**config.mk**
```make
export PLATFORM = sky130hd
export DESIGN_NAME = systolic_skew_feeder
export DESIGN_NICKNAME = d
export VERILOG_FILES = /design/src/rtl/systolic_skew_feeder.sv
export SDC_FILE = /design/constraint.sdc
export NUM_CORES = 2
export LEC_CHECK = 0
export ABC_AREA = 1
export BUFFER_PORTS_ARGS = -buffer_cell sky130_fd_sc_hd__buf_4
export CAP_MARGIN = 20
export CORE_ASPECT_RATIO = 0.5
export CORE_MARGIN = 3
export CORE_UTILIZATION = 53
export CTS_CLUSTER_SIZE = 30
export DETAILED_ROUTE_END_ITERATION = 16
export HOLD_SLACK_MARGIN = 0.02
export PLACE_DENSITY = 0.82
export SLEW_MARGIN = 5
export SYNTH_ARGS = -nofsm -noshare
export SYNTH_HDL_FRONTEND = slang
export SYNTH_SLANG_ARGS = --single-unit
```
**constraint.sdc**
```tcl
create_clock -name M_AXI_ACLK -period 47 [get_ports M_AXI_ACLK]
set_input_delay 4.7 -clock M_AXI_ACLK [delete_from_list [all_inputs] [get_ports M_AXI_ACLK]]
set_output_delay 4.7 -clock M_AXI_ACLK [all_outputs]
set_load 0.01 [all_outputs]
```
**src/rtl/systolic_skew_feeder.sv**
```systemverilog
// Diagonal skew feeder for the systolic array west edge.
// Takes one matrix row per handshake and delays lane c by c cycles so that
// every PE row sees its operands on the correct wavefront. After the last row
// it keeps shifting zeros in until the final element has left the last lane.
//
// state | meaning
// ------+----------------------------------------------------------------
// IDLE  | waiting for start, nothing accepted
// FEED  | accepting rows; each accepted row advances the skew pipeline
// DRAIN | shifting zero wavefronts in for M_COL-1 cycles
// DONE  | run complete, feed_done held until next start
module systolic_skew_feeder #(
  parameter int M_ROW  = 9,
  parameter int M_COL  = 9,
  parameter int DATA_W = 32
) (
  input  logic                    M_AXI_ACLK,
  input  logic                    M_AXI_ARESET,
  input  logic                    start,
  input  logic [M_COL*DATA_W-1:0] row_data,
  input  logic                    row_valid,
  output logic                    row_ready,
  output logic [M_COL*DATA_W-1:0] skew_data,
  output logic                    skew_valid,
  output logic                    busy,
  output logic                    feed_done
);

  localparam int RCW = ($clog2(M_ROW + 1) > 1) ? $clog2(M_ROW + 1) : 1;
  localparam int DCW = ($clog2(M_COL) > 1) ? $clog2(M_COL) : 1;

  // Terminal counts: the accept/drain cycle on which the counter holds these
  // values is the last one of its phase.
  localparam logic [RCW-1:0] ROW_LAST   = RCW'(M_ROW - 1);
  localparam logic [DCW-1:0] DRAIN_LAST = DCW'(M_COL - 2);

  typedef enum logic [1:0] {
    S_IDLE  = 2'd0,
    S_FEED  = 2'd1,
    S_DRAIN = 2'd2,
    S_DONE  = 2'd3
  } state_t;

  state_t         state;
  state_t         state_nxt;
  logic [RCW-1:0] row_cnt;
  logic [DCW-1:0] drain_cnt;
  logic           accept;
  logic           advance;
  logic           clear;

  // Handshake and pipeline-control strobes derived from the current state.
  always_comb begin
    row_ready = 1'b0;
    busy      = 1'b0;
    feed_done = 1'b0;
    case (state)
      S_FEED: begin
        row_ready = 1'b1;
        busy      = 1'b1;
      end
      S_DRAIN: busy      = 1'b1;
      S_DONE:  feed_done = 1'b1;
      default: ;
    endcase
  end

  assign accept  = row_valid && row_ready;
  assign advance = accept || (state == S_DRAIN);
  // start is honoured only between runs; it wipes any residue of a prior run.
  assign clear   = start && ((state == S_IDLE) || (state == S_DONE));

  // State register.
  always_ff @(posedge M_AXI_ACLK or posedge M_AXI_ARESET) begin
    if (M_AXI_ARESET) begin
      state <= S_IDLE;
    end else begin
      state <= state_nxt;
    end
  end

  // Next-state selection.
  always_comb begin
    state_nxt = state;
    case (state)
      S_IDLE: begin
        if (start) state_nxt = S_FEED;
      end
      S_FEED: begin
        if (accept && (row_cnt == ROW_LAST)) begin
          // A single lane has nothing to drain behind the last row.
          state_nxt = (M_COL == 1) ? S_DONE : S_DRAIN;
        end
      end
      S_DRAIN: begin
        if (drain_cnt == DRAIN_LAST) state_nxt = S_DONE;
      end
      S_DONE: begin
        if (start) state_nxt = S_FEED;
      end
      default: state_nxt = S_IDLE;
    endcase
  end

  // Row and drain counters; both restart from zero on every run.
  always_ff @(posedge M_AXI_ACLK or posedge M_AXI_ARESET) begin
    if (M_AXI_ARESET) begin
      row_cnt   <= '0;
      drain_cnt <= '0;
    end else if (clear) begin
      row_cnt   <= '0;
      drain_cnt <= '0;
    end else begin
      if (accept)             row_cnt   <= row_cnt + 1'b1;
      if (state == S_DRAIN)   drain_cnt <= drain_cnt + 1'b1;
    end
  end

  // Output strobe marks the cycle after each pipeline advance.
  always_ff @(posedge M_AXI_ACLK or posedge M_AXI_ARESET) begin
    if (M_AXI_ARESET) begin
      skew_valid <= 1'b0;
    end else if (clear) begin
      skew_valid <= 1'b0;
    end else begin
      skew_valid <= advance;
    end
  end

  for (genvar c = 0; c < M_COL; c++) begin : g_lane
    logic [DATA_W-1:0] lane_in;
    logic [DATA_W-1:0] lane_q;

    // Zeros are shifted in while draining so trailing wavefronts are padded.
    assign lane_in = (state == S_FEED) ? row_data[c*DATA_W +: DATA_W] : '0;

    if (c == 0) begin : g_direct
      // Lane 0 has no skew: only the output register.
      always_ff @(posedge M_AXI_ACLK or posedge M_AXI_ARESET) begin
        if (M_AXI_ARESET) begin
          lane_q <= '0;
        end else if (clear) begin
          lane_q <= '0;
        end else if (advance) begin
          lane_q <= lane_in;
        end
      end
    end else begin : g_delayed
      logic [DATA_W-1:0] stg [c];

      // c delay stages then the output register, all shifting together.
      always_ff @(posedge M_AXI_ACLK or posedge M_AXI_ARESET) begin
        if (M_AXI_ARESET) begin
          for (int s = 0; s < c; s++) stg[s] <= '0;
          lane_q <= '0;
        end else if (clear) begin
          for (int s = 0; s < c; s++) stg[s] <= '0;
          lane_q <= '0;
        end else if (advance) begin
          stg[0] <= lane_in;
          for (int s = 1; s < c; s++) stg[s] <= stg[s-1];
          lane_q <= stg[c-1];
        end
      end
    end

    assign skew_data[c*DATA_W +: DATA_W] = lane_q;
  end

endmodule

```
# [Word-level counts from Yosys, hierarchy flattened]
# Cells that the tools add are included.
[op_classes] addsub=2 n_eq_ne=8 muxes=55 reduce_logical=12
[ops] cell="$mux 32" count=29
[ops] cell="$mux 256" count=2
[ops] cell="$mux 224" count=2
[ops] cell="$mux 192" count=2
[ops] cell="$mux 160" count=2
[ops] cell="$mux 128" count=2
[ops] cell="$mux 96" count=2
[ops] cell="$mux 64" count=2
[ops] cell="$mux 4" count=4
[ops] cell="$add 4x1->4 const B" count=2
[ops] cell="$mux 2" count=3
[ops] cell="$pmux 2 s3" count=1
[ops] cell="$reduce_bool 2->1" count=3
[ops] cell="$eq 2x2->1 const B" count=2
[ops] cell="$eq 4x3->1 const B" count=1
[ops] cell="$eq 4x4->1 const B" count=1
[ops] cell="$mux 1" count=4
[ops] cell="$ne 2x2->1 const B" count=2
[ops] cell="$reduce_or 2->1" count=2
[ops] cell="$logic_and 1x1->1" count=3
[ops] cell="$reduce_and 3->1" count=1
[ops] cell="$eq 2x1->1 const B" count=1
[ops] cell="$logic_not 2->1" count=1
[ops] cell="$logic_or 1x1->1" count=2
[ops] cell="$ne 2x1->1 const B" count=1
[word_totals] register_bits=1451 inputBits=292 out_inout_bits=292 word_cells=126

# [Logic depth before layout (Yosys ltp)]
[depth] depth_word=6 mapped_depth=10 ltp_nobuf=9

# [Worst setup path before layout]
# OpenSTA, ideal clock, no wires.
[synth_timing] path_kind="input-to-reg" startpoint="input row_valid" endpoint="register g_lane[6].g_delayed.stg[100] in the netlist's numbering" setup_time_ps=126 arrival_time_ps=5571 required_time_ps=46874 setup_slack_ps=41302 cell_stages=7 path_buffers=3 cell_sequence="nand2_2 > nand2_1 > nand2_2 > buf_4 > buf_2 > buf_2 > o22ai_1"
[synth_between] elab_chain_cells=3
[synth_rtl] element="start, declared" line="21" text="input logic row_valid,"
[synth_rtl] element="$logic_and 1x1->1" line="68" text="assign accept = row_valid && row_ready;"
[synth_rtl] element="$logic_or 1x1->1" line="69" text="assign advance = accept || (state == S_DRAIN);"
[synth_rtl] element="$reduce_bool 2->1 (no line)"
[synth_rtl] element="end, declared" line="149" text="logic [DATA_W-1:0] stg [c];"
# No other way between the ends.
# A chain may end at the register's enable or synchronous reset.

# [Worst setup path in the final report]
[layout_timing] startpoint="input row_valid" endpoint="register g_lane[4].g_delayed.stg[35] in the netlist's numbering"
[layout_between] elab_chain_cells=3
[layout_rtl] element="$logic_and 1x1->1" line="68"
[layout_rtl] element="$logic_or 1x1->1" line="69"
[layout_rtl] element="$reduce_bool 2->1 (no line)"
[layout_rtl] element="end, declared" line="149"
# No other way between the ends.

==> qor.csv <==
metric,value,unit
status,"complete, no violations",
ant_nets,0,
grt_max_degree,244,
syn_area,53800,sq um
max-vdd-ir-drop,0.0805,mV
syn-num-nets,5335,
slew_headroom,0.249,
path_class,input port to flop,
core_area,99200,sq um
worst_pin_slew,1.13,ns
avgRoutedWirePerCell,18.3,um
yosys_most_used_dff,dfrtp_1,
hold_end,g_lane[7].g_delayed.stg[183],
drt-initial-drc-count,3495,
period_needed,9.14,ns
hold_buffers,0,
clock_latency,0.73,ns
die-height,231,um
ios,584,
leakage,28.4,nW
area_growth,16.4,%
clk_pin_slew,0.07,ns
slew_viol_final,0,
nFillCells,7173,
nets,5732,
postSynthCellCount,5037,
drive_gt1_frac,0.150,
yosysWarnings,0,
cp_common_cell,buf_4,
antenna_found_initial,10,
start_util,0.543,
die_w,457,um
setup_viol,0,
cap_viol_max_count,0,
drc,0,
power.density,61.1,nW/um^2
cts_resized,0,
rsz0062_at_grt,no,
cts_setup_buffers,0,
path_max_fanout,110,
fin_area,62700,sq um
required,47.52,ns
clock-root-buffer,clkbuf_16,
clock_path_buffers,3,
min_path_cells,2,
grt_pass1_wl,202000,um
ys_seq_elements,1451,
slowest_delay,0.90,ns
dp_hpwl,77200,um
port_buffers,583,
crit_path_end_kind,flop,
clock_skew,0.0336,ns
grt_pass1_vias,38400,
startpoint_type,input port,
cts_sinks,1451,
worstRegToRegCells,9,
placed_cell_area,58600,sq um
synth-edff-count,0,
cts-htree-levels,3,
hold_class,flop to flop,
r2r-start,state[1],
die-area,106000,sq um
min_period_over_period,0.194,
max_clock_freq,109,MHz
ys_seq_area_frac,0.674,
async_flop_share,1.00,
slowest_stage,buf_4,
crit_chain,buf_4 > nand2_2 > nand3_4 > buf_4 > buf_4 > buf_4 > buf_4 > o22ai_1,
arrival,9.66,ns
tns,0,ns
synthDistinctLibCells,21,
r2r_end,g_lane[4].g_delayed.stg[35],
track_usage,0.235,
rrSetupSlack,40.54,ns
tritoncts,yes,
hp-start,g_lane[7].g_delayed.stg[215],
dr_total_vias,37700,
drt-vias-per-instance,5.49,
num_rows,81,
hold_viol_final,0,
overflow,0,
cts_buffers,116,
drt_first_pass_iters,6,
syn_avg_cell_area,10.7,sq um
place.gp.congestion,0.817,
wl,126000,um
sequential cells by signal, indices dropped and copies added (netlist names):
| signal | cells |
|---|---|
| g_lane.g_delayed.stg | 1152 |
| row_cnt | 4 |
| skew_valid | 1 |
| state | 2 |
| drain_cnt | 4 |
| g_lane.lane_q | 288 |
cell families after synthesis:
logic type / after synthesis / synth area share
buffers and inverters: 1806 / 0.133
DFF: 1451 / 0.674
AOI/OAI and AO/OA: 1448 / 0.161
and+or+nand+nor: 326 / 0.0298
adders and majority gates: 6 / 0.00139
Yosys cell counts, types with 4 or more instances:
cell,instances,share of area
buf_1,10,0.00070
buf_6,7,0.0015
o22ai_1,1152,0.13
buf_4,4,0.00056
clkbuf_1,76,0.0053
nor2_1,10,0.00070
nand2_1,17,0.0012
ha_1,6,0.0014
o21ai_0,229,0.021
dfrtp_1,1451,0.67
o21ai_1,62,0.0058
nand3_1,292,0.027
buf_2,253,0.024
inv_1,1454,0.10
how the worst max path moves through the flow:
stage,start,to,cells after the start
after floorplan,M_AXI_ARESET,drain_cnt[0],1
after global placement,row_valid,g_lane[5].lane_q[1],10
after detailed placement,row_valid,g_lane[5].g_delayed.stg[6],10
after CTS,row_valid,g_lane[5].g_delayed.stg[86],10
after global routing,row_valid,g_lane[5].g_delayed.stg[86],10
final,row_valid,g_lane[4].g_delayed.stg[35],8
per-stage QoR:
stage,worst slack [ns],instances,util,total power (W),hold slack (ns)
after floorplan,1.38,5037,-,0.00256,0.456
after global placement,37.38,6640,0.591,0.00275,0.481
after detailed placement,37.24,6640,0.591,0.00281,0.502
after CTS,38.02,6855,0.631,0.00383,0.504
after global routing,37.57,6868,0.632,0.00405,0.538
final,37.86,6868,0.632,0.00383,0.505
worst max-delay path: cells and delay by family:
| kind | cells | cell delay [ns] |
|---|---|---|
| buf+inv | 5 | 3.53 |
| simple gates | 2 | 0.91 |
| compound gates | 1 | 0.24 |
metal layers:
| layer | vias up | GRT usage | share of wire |
|---|---|---|---|
| li1 | 17300 | - | - |
| met1 | 18900 | 0.293 | 0.39 |
| met2 | 1136 | 0.389 | 0.49 |
| met3 | 379 | 0.0393 | 0.045 |
| met4 | 2 | 0.145 | 0.069 |
| met5 | - | 0 | 0.00010 |
placed cells by master (no fill, tap or decap), drive strengths merged, types with 2 or more instances in the layout:
master    synthesis  final
a211oi            2      2
nand3           292    292
dfrtp          1451   1451
diode             0      9
nor2             10     10
buf             274    629
o21ai           291    291
o22ai          1152   1152
clkinvlp          0      6
ha                6      6
nor3              2      2
nand2            20     20
bufinv            0      7
clkbuf           76    171
inv            1456   1460
a21oi             3      3
clkinv            0     27
final cells by class:
type                    instances  area (sq um)  share of cell area
diodes                          9          22.5            0.000359
clock buffers                 171          3440              0.0549
clock inverters                44           508             0.00810
inverters                    1456          5480              0.0874
multi-input cells            1780         10400               0.166
flip-flops and latches       1451         36300               0.579
well taps                    1328          1660              0.0265
repair buffers                629          4860              0.0776
where the power goes:
part           total [W]  switching [W]  internal (W)
registers        0.00160      0.0000893       0.00151
logic            0.00123       0.000903      0.000322
clock network    0.00100       0.000455      0.000550
Note: power is estimated with default switching activity, not from simulation.
